===== src/rtl/vx_sp_ram_arbiter.sv =====
// vx_sp_ram_arbiter
//   Lets NUM_REQS requesters share one single-port RAM macro. The macro does one
//   read or one write per cycle, returns read data registered one cycle later, and
//   holds that data until the next read. The macro itself is instantiated by the
//   parent of this block.
//
//   Requesters are granted round-robin. Each requester has a valid/ready request
//   channel and a valid/ready read-response channel. The response channel supports
//   backpressure.
//
//   Optional feature: when VX_SP_RAM_ARBITER_INIT_EN is defined, the arbiter zero-fills
//   every RAM word after reset and holds off all requests until that fill is done.
//   When the macro is not defined, init_done is tied high.
//
// Ports
//   clk, reset        clock; reset is synchronous and active-high
//   req_valid/req_rw  per-requester request valid; rw=1 means write, rw=0 means read
//   req_wren          per-requester byte-lane enables, used for writes only
//   req_addr          per-requester address
//   req_wdata         per-requester write data
//   req_ready         one-hot grant
//   rsp_valid         one-hot read-response valid
//   rsp_data          shared read data, equal to ram_rdata
//   rsp_ready         per-requester response accept
//   ram_*             RAM macro interface
//   init_done         high when the arbiter is accepting requests
module vx_sp_ram_arbiter #(
   parameter int NUM_REQS = 4,
   parameter int DATAW    = 32,
   parameter int SIZE     = 256,
   parameter int WRENW    = 4,
   parameter int ADDRW    = $clog2(SIZE)
) (
   input  logic                      clk,
   input  logic                      reset,
   input  logic [NUM_REQS-1:0]       req_valid,
   input  logic [NUM_REQS-1:0]       req_rw,
   input  logic [NUM_REQS*WRENW-1:0] req_wren,
   input  logic [NUM_REQS*ADDRW-1:0] req_addr,
   input  logic [NUM_REQS*DATAW-1:0] req_wdata,
   output logic [NUM_REQS-1:0]       req_ready,
   output logic [NUM_REQS-1:0]       rsp_valid,
   output logic [DATAW-1:0]          rsp_data,
   input  logic [NUM_REQS-1:0]       rsp_ready,
   output logic                      ram_read,
   output logic                      ram_write,
   output logic [WRENW-1:0]          ram_wren,
   output logic [ADDRW-1:0]          ram_addr,
   output logic [DATAW-1:0]          ram_wdata,
   input  logic [DATAW-1:0]          ram_rdata,
   output logic                      init_done
);

   localparam int PTRW = (NUM_REQS > 1) ? $clog2(NUM_REQS) : 1;

   typedef enum logic {RSP_IDLE, RSP_PEND} rsp_state_t;

   rsp_state_t      rsp_state, rsp_state_n;
   logic [PTRW-1:0] owner, owner_n;
   logic [PTRW-1:0] rr_ptr, rr_ptr_n;

   logic             init_wr;
   logic [ADDRW-1:0] init_addr;

`ifdef VX_SP_RAM_ARBITER_INIT_EN
   typedef enum logic {INIT_RUN, INIT_DONE} init_state_t;

   init_state_t      init_state, init_state_n;
   logic [ADDRW-1:0] init_addr_n;

   always_ff @(posedge clk) begin
      if (reset) begin
         init_state <= INIT_RUN;
         init_addr  <= '0;
      end else begin
         init_state <= init_state_n;
         init_addr  <= init_addr_n;
      end
   end

   always_comb begin
      init_state_n = init_state;
      init_addr_n  = init_addr;
      init_wr      = 1'b0;
      if (init_state == INIT_RUN && !reset) begin
         init_wr = 1'b1;
         if (init_addr == ADDRW'(SIZE - 1)) begin
            init_state_n = INIT_DONE;
         end else begin
            init_addr_n = init_addr + ADDRW'(1);
         end
      end
   end

   assign init_done = (init_state == INIT_DONE);
`else
   assign init_wr   = 1'b0;
   assign init_addr = '0;
   assign init_done = 1'b1;
`endif

   assign rsp_data = ram_rdata;

   logic pending;
   logic rsp_fire;
   logic read_blocked;
   logic grant_any;
   int   win;
   int   idx;

   always_comb begin
      rsp_state_n  = rsp_state;
      owner_n      = owner;
      rr_ptr_n     = rr_ptr;
      req_ready    = '0;
      rsp_valid    = '0;
      ram_read     = 1'b0;
      ram_write    = 1'b0;
      ram_wren     = '0;
      ram_addr     = '0;
      ram_wdata    = '0;
      grant_any    = 1'b0;
      win          = 0;
      idx          = 0;

      pending = (rsp_state == RSP_PEND);
      if (pending) begin
         rsp_valid[owner] = 1'b1;
      end
      rsp_fire     = pending & rsp_ready[owner];
      // A read may be granted in the same cycle that the previous response retires.
      // This keeps back-to-back reads running at one per cycle.
      read_blocked = pending & ~rsp_fire;

      if (rsp_fire) begin
         rsp_state_n = RSP_IDLE;
      end

      if (init_wr) begin
         ram_write = 1'b1;
         ram_wren  = '1;
         ram_addr  = init_addr;
      end else if (!reset && init_done) begin
         // Scan upward from the round-robin pointer, wrapping past NUM_REQS-1.
         for (int unsigned k = 0; k < NUM_REQS; k++) begin
            idx = int'(rr_ptr) + int'(k);
            if (idx >= NUM_REQS) begin
               idx = idx - NUM_REQS;
            end
            if (!grant_any && req_valid[PTRW'(idx)] &&
                (req_rw[PTRW'(idx)] || !read_blocked)) begin
               grant_any = 1'b1;
               win       = idx;
            end
         end

         if (grant_any) begin
            req_ready[PTRW'(win)] = 1'b1;
            rr_ptr_n = (win == NUM_REQS - 1) ? '0 : PTRW'(win + 1);
            ram_addr = req_addr[win*ADDRW +: ADDRW];
            if (req_rw[PTRW'(win)]) begin
               ram_write = 1'b1;
               ram_wren  = req_wren[win*WRENW +: WRENW];
               ram_wdata = req_wdata[win*DATAW +: DATAW];
            end else begin
               ram_read    = 1'b1;
               rsp_state_n = RSP_PEND;
               owner_n     = PTRW'(win);
            end
         end
      end
   end

   always_ff @(posedge clk) begin
      if (reset) begin
         rsp_state <= RSP_IDLE;
         owner     <= '0;
         rr_ptr    <= '0;
      end else begin
         rsp_state <= rsp_state_n;
         owner     <= owner_n;
         rr_ptr    <= rr_ptr_n;
      end
   end

endmodule


===== config.mk =====
export PLATFORM = sky130hd
export DESIGN_NAME = vx_sp_ram_arbiter
export DESIGN_NICKNAME = d
export VERILOG_FILES = /design/src/rtl/vx_sp_ram_arbiter.sv
export SDC_FILE = /design/constraint.sdc
export NUM_CORES = 1
export LEC_CHECK = 0
export BUFFER_PORTS_ARGS = -buffer_cell sky130_fd_sc_hd__buf_2
export CORE_MARGIN = 2
export CORE_UTILIZATION = 25
export DETAILED_ROUTE_END_ITERATION = 10
export HOLD_SLACK_MARGIN = 0.05
export PLACE_DENSITY_LB_ADDON = 0.3
export SLEW_MARGIN = 20
export SYNTH_ARGS = -nofsm -noshare
export SYNTH_HDL_FRONTEND = slang
export SYNTH_SLANG_ARGS = --single-unit

===== constraint.sdc =====
create_clock -name clk -period 10.5 [get_ports clk]
set_clock_uncertainty 0.05 [all_clocks]
set_input_delay 1.05 -clock clk [delete_from_list [all_inputs] [get_ports clk]]
set_output_delay 1.05 -clock clk [all_outputs]
set_load 0.03 [all_outputs]

# Yosys cells after proc, flatten, opt, wreduce, memory -nomap -nowiden
# Index checks and enable logic that the tools add are counted.
dict set report word_totals {
  ff_bits 5
  latch_bits 0
  ram_bits 0
  rom_bits 0
  elab_cells 124
  memories 0
}
dict set report classes {
  add_sub_neg 8
  mul 0
  div 0
  magnitude_cmp 12
  eq_ne 1
  n_shift 3
  muxes 75
  bitwise 4
  reduce_logical 18
}
# op n
set ops {}
lappend ops {{32-bit 2-to-1 mux} 16}
lappend ops {{128-bit by 32-bit indexed part select with 32-bit output} 1}
lappend ops {{1-bit 2-to-1 mux} 38}
lappend ops {{32-bit by 3-bit equality test with 1-bit output (second input constant)} 1}
lappend ops {{16-bit by 32-bit indexed part select with 4-bit output} 1}
lappend ops {{32-bit by 32-bit indexed part select with 8-bit output} 1}
lappend ops {{4-bit 2-to-1 mux} 6}
lappend ops {{1-bit binary-select mux with 2-bit select} 10}
lappend ops {{2-bit by 4-bit < comparator with 1-bit output (second input constant)} 5}
lappend ops {{8-bit 2-to-1 mux} 2}
lappend ops {{3-bit by 3-bit subtractor with 4-bit output (second input constant)} 3}
lappend ops {{3-bit greater-or-equal comparator (second input constant)} 3}
lappend ops {{1-bit logical AND} 9}
lappend ops {{2-bit by 2-bit adder with 3-bit output (second input constant)} 2}
lappend ops {{1-bit demux with 2-bit select} 2}
lappend ops {{2-bit by 1-bit greater-or-equal comparator with 1-bit output (second input constant)} 2}
lappend ops {{1-bit zero test} 4}
lappend ops {{1-bit logical OR} 4}
lappend ops {{2-bit by 3-bit subtractor with 4-bit output (second input constant)} 1}
lappend ops {{2-bit by 1-bit adder with 3-bit output (second input constant)} 1}
lappend ops {{2-bit by 3-bit greater-or-equal comparator with 1-bit output (second input constant)} 1}
lappend ops {{2-bit by 3-bit < comparator with 1-bit output (second input constant)} 1}
lappend ops {{2-bit adder (second input constant)} 1}
lappend ops {{1-bit bitwise AND} 2}
lappend ops {{3 further kinds} 4}

# Logic depth before layout (Yosys ltp)
dict set report logic_depth {
  depth_word 31
  ltp_mapped 14
  depth_no_buf 11
}

# Worst setup path before layout
# Ideal clock, no wire load.
dict set report synth_path {
  path_type {register to output}
  from {register rr_ptr[1]}
  to {output ram_wdata[0]}
  arrival_time_ps 3697
  setup_slack_ps 5703
  path_stages_with_launch 14
  path_cell_list {dfxtp_1 buf_2 inv_1 ha_1 clkbuf_1 mux4_2 o21a_1 o21ai_4 a21oi_4 inv_2 buf_2 and2_0 a211oi_1 a211oi_1}
}
dict set report synth_via {
  elab_chain_len 31
  elab_cells_between_ends 77
}
# item line_no
set synth_lines {}
lappend synth_lines {{start, declared} 60} ;# logic [PTRW-1:0] rr_ptr, rr_ptr_n;
lappend synth_lines {{start signal, assigned} 182} ;# rr_ptr <= rr_ptr_n;
lappend synth_lines {{branches (longest 29 deep; another with 2-bit by 3-bit subtractor with 4-bit output)} n/a}
lappend synth_lines {{32-bit 2-to-1 mux *} 157} ;# if (grant_any) begin
lappend synth_lines {{32-bit 2-to-1 mux *} 143} ;# end else if (!reset && init_done) begin
lappend synth_lines {{end, declared} 49} ;# output logic [DATAW-1:0] ram_wdata,
# Every way passes the cells marked *. The select of a mux whose other input is x is not followed.

# Final worst setup path
dict set report layout_path {
  from {register rr_ptr[0]}
  to {output ram_wren[3]}
}
dict set report layout_via {
  elab_chain_len 31
  elab_cells_between_ends 77
}
# item line_no
set layout_lines {}
lappend layout_lines {{branches (longest 29 deep; another with 2-bit by 3-bit subtractor with 4-bit output)} n/a}
lappend layout_lines {{4-bit 2-to-1 mux *} 157}
lappend layout_lines {{4-bit 2-to-1 mux *} 143}
lappend layout_lines {{end, declared} 47} ;# output logic [WRENW-1:0] ram_wren,
# Marked as above.

==> insert_results.sql <==
INSERT INTO impl_metrics (metric_group, metric, value, unit) VALUES
('placed_design', 'quantity_of_i_o_buffers_inserted_on_ports', '243', ''),
('power', 'leakage', '0.00216', 'uW'),
('detailed_routing', 'vias', '4305', ''),
('layout', 'finalCoreUtilization', '33.7', '%'),
('layout', 'layout_commonest_cell', 'sky130_fd_sc_hd__buf_2', ''),
('synth', 'post_synthesis_cell_count', '423', ''),
('layout', 'final_layout_size_suffix_gt1_share', '58.4', '%'),
('detailed_routing', 'post_drt_via_cell_ratio', '5.51', ''),
('timing', 'final_min_period_over_clock_period', '58.7', '%'),
('global_route', 'grt_antenna_before_repair', '0', ''),
('clock_network', 'cts.repair.resized', '0', ''),
('worst_setup_path', 'crit_path_max_fanout', '58', ''),
('clock_network', 'tritoncts', 'yes', ''),
('synth', 'main_combinational_cell_family_by_area_after_synthesis', 'compound AO/OA/AOI/OAI gates', ''),
('synth', 'post_synthesis_compound_gate_area_fraction', '41.8', '%'),
('timing', 'setup-tns-final', '0', 'ns'),
('synth', 'synth.distinct_cells', '53', ''),
('timing', 'tightestPinTransition', '1.01', 'ns'),
('power', 'power_per_cell_area', '427', 'nW/um2'),
('power', 'relative_contribution_of_sequential_cells_to_total_power', '1.8', '%'),
('worst_setup_path', 'worst-path-buf-inv', '4', ''),
('synth', 'yosys.area_share.xor_xnor', '0', '%'),
('layout', 'design.final.nets', '834', ''),
('global_route', 'grt_max_degree', '59', ''),
('synth', 'synth.avg_cell_area', '8.50', 'um2'),
('clock_network', 'clock_insertion_delay_worst_skew', '0.23', 'ns'),
('clock_network', 'ctsRootBufferMaster', 'sky130_fd_sc_hd__clkbuf_16', ''),
('synth', 'synth_simple_gate_area_share', '14.7', '%'),
('timing', 'setup_viol_count_final', '0', ''),
('worst_setup_path', 'family_with_the_most_delay_on_the_worst_path', 'compound AO/OA/AOI/OAI gates', ''),
('global_route', 'overall_global_routing_resource_usage', '17.0', '%'),
('layout', 'multi_input_area', '2990', 'um2'),
('run', 'maxcap_viol_count', '0', ''),
('power', 'irDropWorstVdd', '0.242', 'mV'),
('timing', 'slew_viol_final', '0', ''),
('power', 'clock_power_share', '3.1', '%'),
('detailed_routing', 'routed_wire_length_per_instance', '18.6', 'um'),
('worst_setup_path', 'critical_path.startpoint_type', 'register', ''),
('power', 'netSwitchingPower', '1270', 'uW'),
('detailed_routing', 'drtIter0Drc', '381', ''),
('floorplanning', 'floorplan.die.width', '124', 'um'),
('clock_network', 'cts_made_buffers', '3', ''),
('global_route', 'first_global_vias', '4109', ''),
('power', 'p_sw_share', '63.6', '%'),
('worst_setup_path', 'crit_path_end_kind', 'primary output', ''),
('global_route', 'grt_first_pass_wirelength', '20.7', 'mm'),
('floorplanning', 'initial_core_util', '25.8', '%'),
('power', 'internal_power', '730', 'uW'),
('synth', 'synth-seq-cells', '5', ''),
('worst_setup_path', 'cpMostUsedCell', 'sky130_fd_sc_hd__buf_4', ''),
('timing', 'worst_relative_slew_slack', '32.6', '%'),
('worst_setup_path', 'cp_cell_sequence', 'buf_4 -> inv_2 -> ha_1 -> mux4_2 -> o221ai_1 -> a221o_1 -> a211oi_4 -> and2_1 -> nor3_2 -> o21ai_4 -> buf_4 -> a211oi_1 -> buf_2', ''),
('floorplanning', 'dieHeight', '124', 'um'),
('layout', 'ff_latch_area', '101', 'um2'),
('clock_network', 'post-cts-setup-buffers', '0', ''),
('layout', 'fillers', '1487', ''),
('floorplanning', 'row_count', '43', ''),
('timing', 'grt_setup_unrepaired', 'no', ''),
('floorplanning', 'core-area', '13900', 'um2'),
('layout', 'final_cell_mix', 'sky130_fd_sc_hd__buf_2 (243), sky130_fd_sc_hd__mux2_2 (45), sky130_fd_sc_hd__a211oi_1 (44), sky130_fd_sc_hd__and2_1 (41), sky130_fd_sc_hd__a222oi_1 (36)', ''),
('detailed_routing', 'remaining_drc_errors', '0', ''),
('clock_network', 'clk_path_buf_depth', '2', ''),
('synth', 'yosysWarnings', '0', ''),
('worst_setup_path', 'critPathArrivalTime', '5.06', 'ns'),
('clock_network', 'clk_pin_slew_worst_paths', '0.03', 'ns'),
('synth', 'synth_fa_ha_area_share', '3.48', '%'),
('outcome', 'outcome', 'completed', ''),
('floorplanning', 'boundaryPins', '309', ''),
('clock_network', 'cts_hold_repair.buffers', '0', ''),
('detailed_routing', 'antenna_violating_nets_post_route', '0', ''),
('clock_network', 'clock-sinks', '5', '');
state kept, by name (all words and copies together) (netlist names):
register and cells:
rr_ptr 2, pending 1, owner 2
routing by layer:
metal	GRT usage, %	up-vias	wire length, um
li1	-	2012	-
met1	19.5	2038	5760
met2	33.4	237	7420
met3	2.34	18	1230
met4	2.81	0	114
met5	0	-	0
stage by stage:
step	setup slack, ns	hold WS [ns]	cell area (um2)	std cells	total power [uW]
2_1_floorplan	5.70	0.394	3590	423	1560
5_1_grt	4.00	0.460	4690	781	2150
3_5_place_dp	4.59	0.415	4610	777	1950
3_3_place_gp	4.63	0.409	4610	777	1920
6_report	4.34	0.424	4690	781	2000
4_1_cts	4.30	0.421	4690	781	2020
logic make-up after synthesis:
group,after synthesis
mux,70
compound gates,157
buf+inv,84
simple gates,96
other cells,1
flops,5
fa+ha+maj,10
power groups by stage:
stage	Sequential, uW	Combinational (uW)	Clock (uW)
3_3_place_gp	36.0	1890	0
2_1_floorplan	31.5	1530	0
3_5_place_dp	35.6	1910	0
4_1_cts	35.7	1920	62.5
6_report	35.6	1910	62.5
5_1_grt	36.5	2050	64.0
cells in the mapped netlist, drive strengths merged:
library cell,count,area (um2)
inv,9,33.8
conb,1,3.75
nand2b,2,12.5
a31oi,1,6.26
mux4,5,113
o22ai,2,26.3
o21a,1,7.51
o221ai,3,26.3
nor2,16,60.1
and2b,1,10.0
o31ai,2,15.0
mux2,47,533
a22oi,1,7.51
o221a,1,20.0
or4,1,7.51
a21oi,9,71.3
nor3,3,25.0
dfxtp,5,100
a21o,4,30.0
a221o,1,10.0
nand3b,1,7.51
or2,1,6.26
nor2b,3,18.8
buf,49,378
mux2i,18,180
o21ai,7,68.8
nand4,2,12.5
and2,45,282
o211ai,4,30.0
a222oi,36,360
nor3b,1,7.51
o211a,8,80.1
a211oi,75,726
nand2,19,71.3
clkbuf,26,97.6
and3,1,6.26
o22a,2,17.5
ha,10,125
area by class of cell:
type                       count  area share, %
multi-input combinational    334           63.8
timing repair buffer         249           26.9
tap                          180           4.80
sequential                     5           2.16
clock buffer                   4           1.68
inverter                       9          0.720
path summary, 6_finish.rpt:
path	depth (start not counted)	endpoint	slack, ns	from
worst max-delay path	13	ram_wren[3]	4.34	rr_ptr[0]
worst min-delay path	2	owner[1]	0.42	owner[1]
worst max register to register	12	owner[0]	5.82	rr_ptr[0]
worst min register to register	2	owner[1]	0.42	owner[1]
worst reg2reg max path, stage by stage (launching register included):
cell and delay (ns):
sky130_fd_sc_hd__dfxtp_2 0.30, sky130_fd_sc_hd__buf_4 0.56, sky130_fd_sc_hd__inv_2 0.21, sky130_fd_sc_hd__ha_1 0.51
sky130_fd_sc_hd__mux4_2 0.25, sky130_fd_sc_hd__o221ai_1 0.16, sky130_fd_sc_hd__a221o_1 0.40, sky130_fd_sc_hd__a211oi_4 0.69
sky130_fd_sc_hd__a21oi_4 0.05, sky130_fd_sc_hd__inv_2 0.76, sky130_fd_sc_hd__o31ai_1 0.24, sky130_fd_sc_hd__a21o_1 0.23
sky130_fd_sc_hd__a211oi_1 0.18
(Power assumes the default switching activity.)
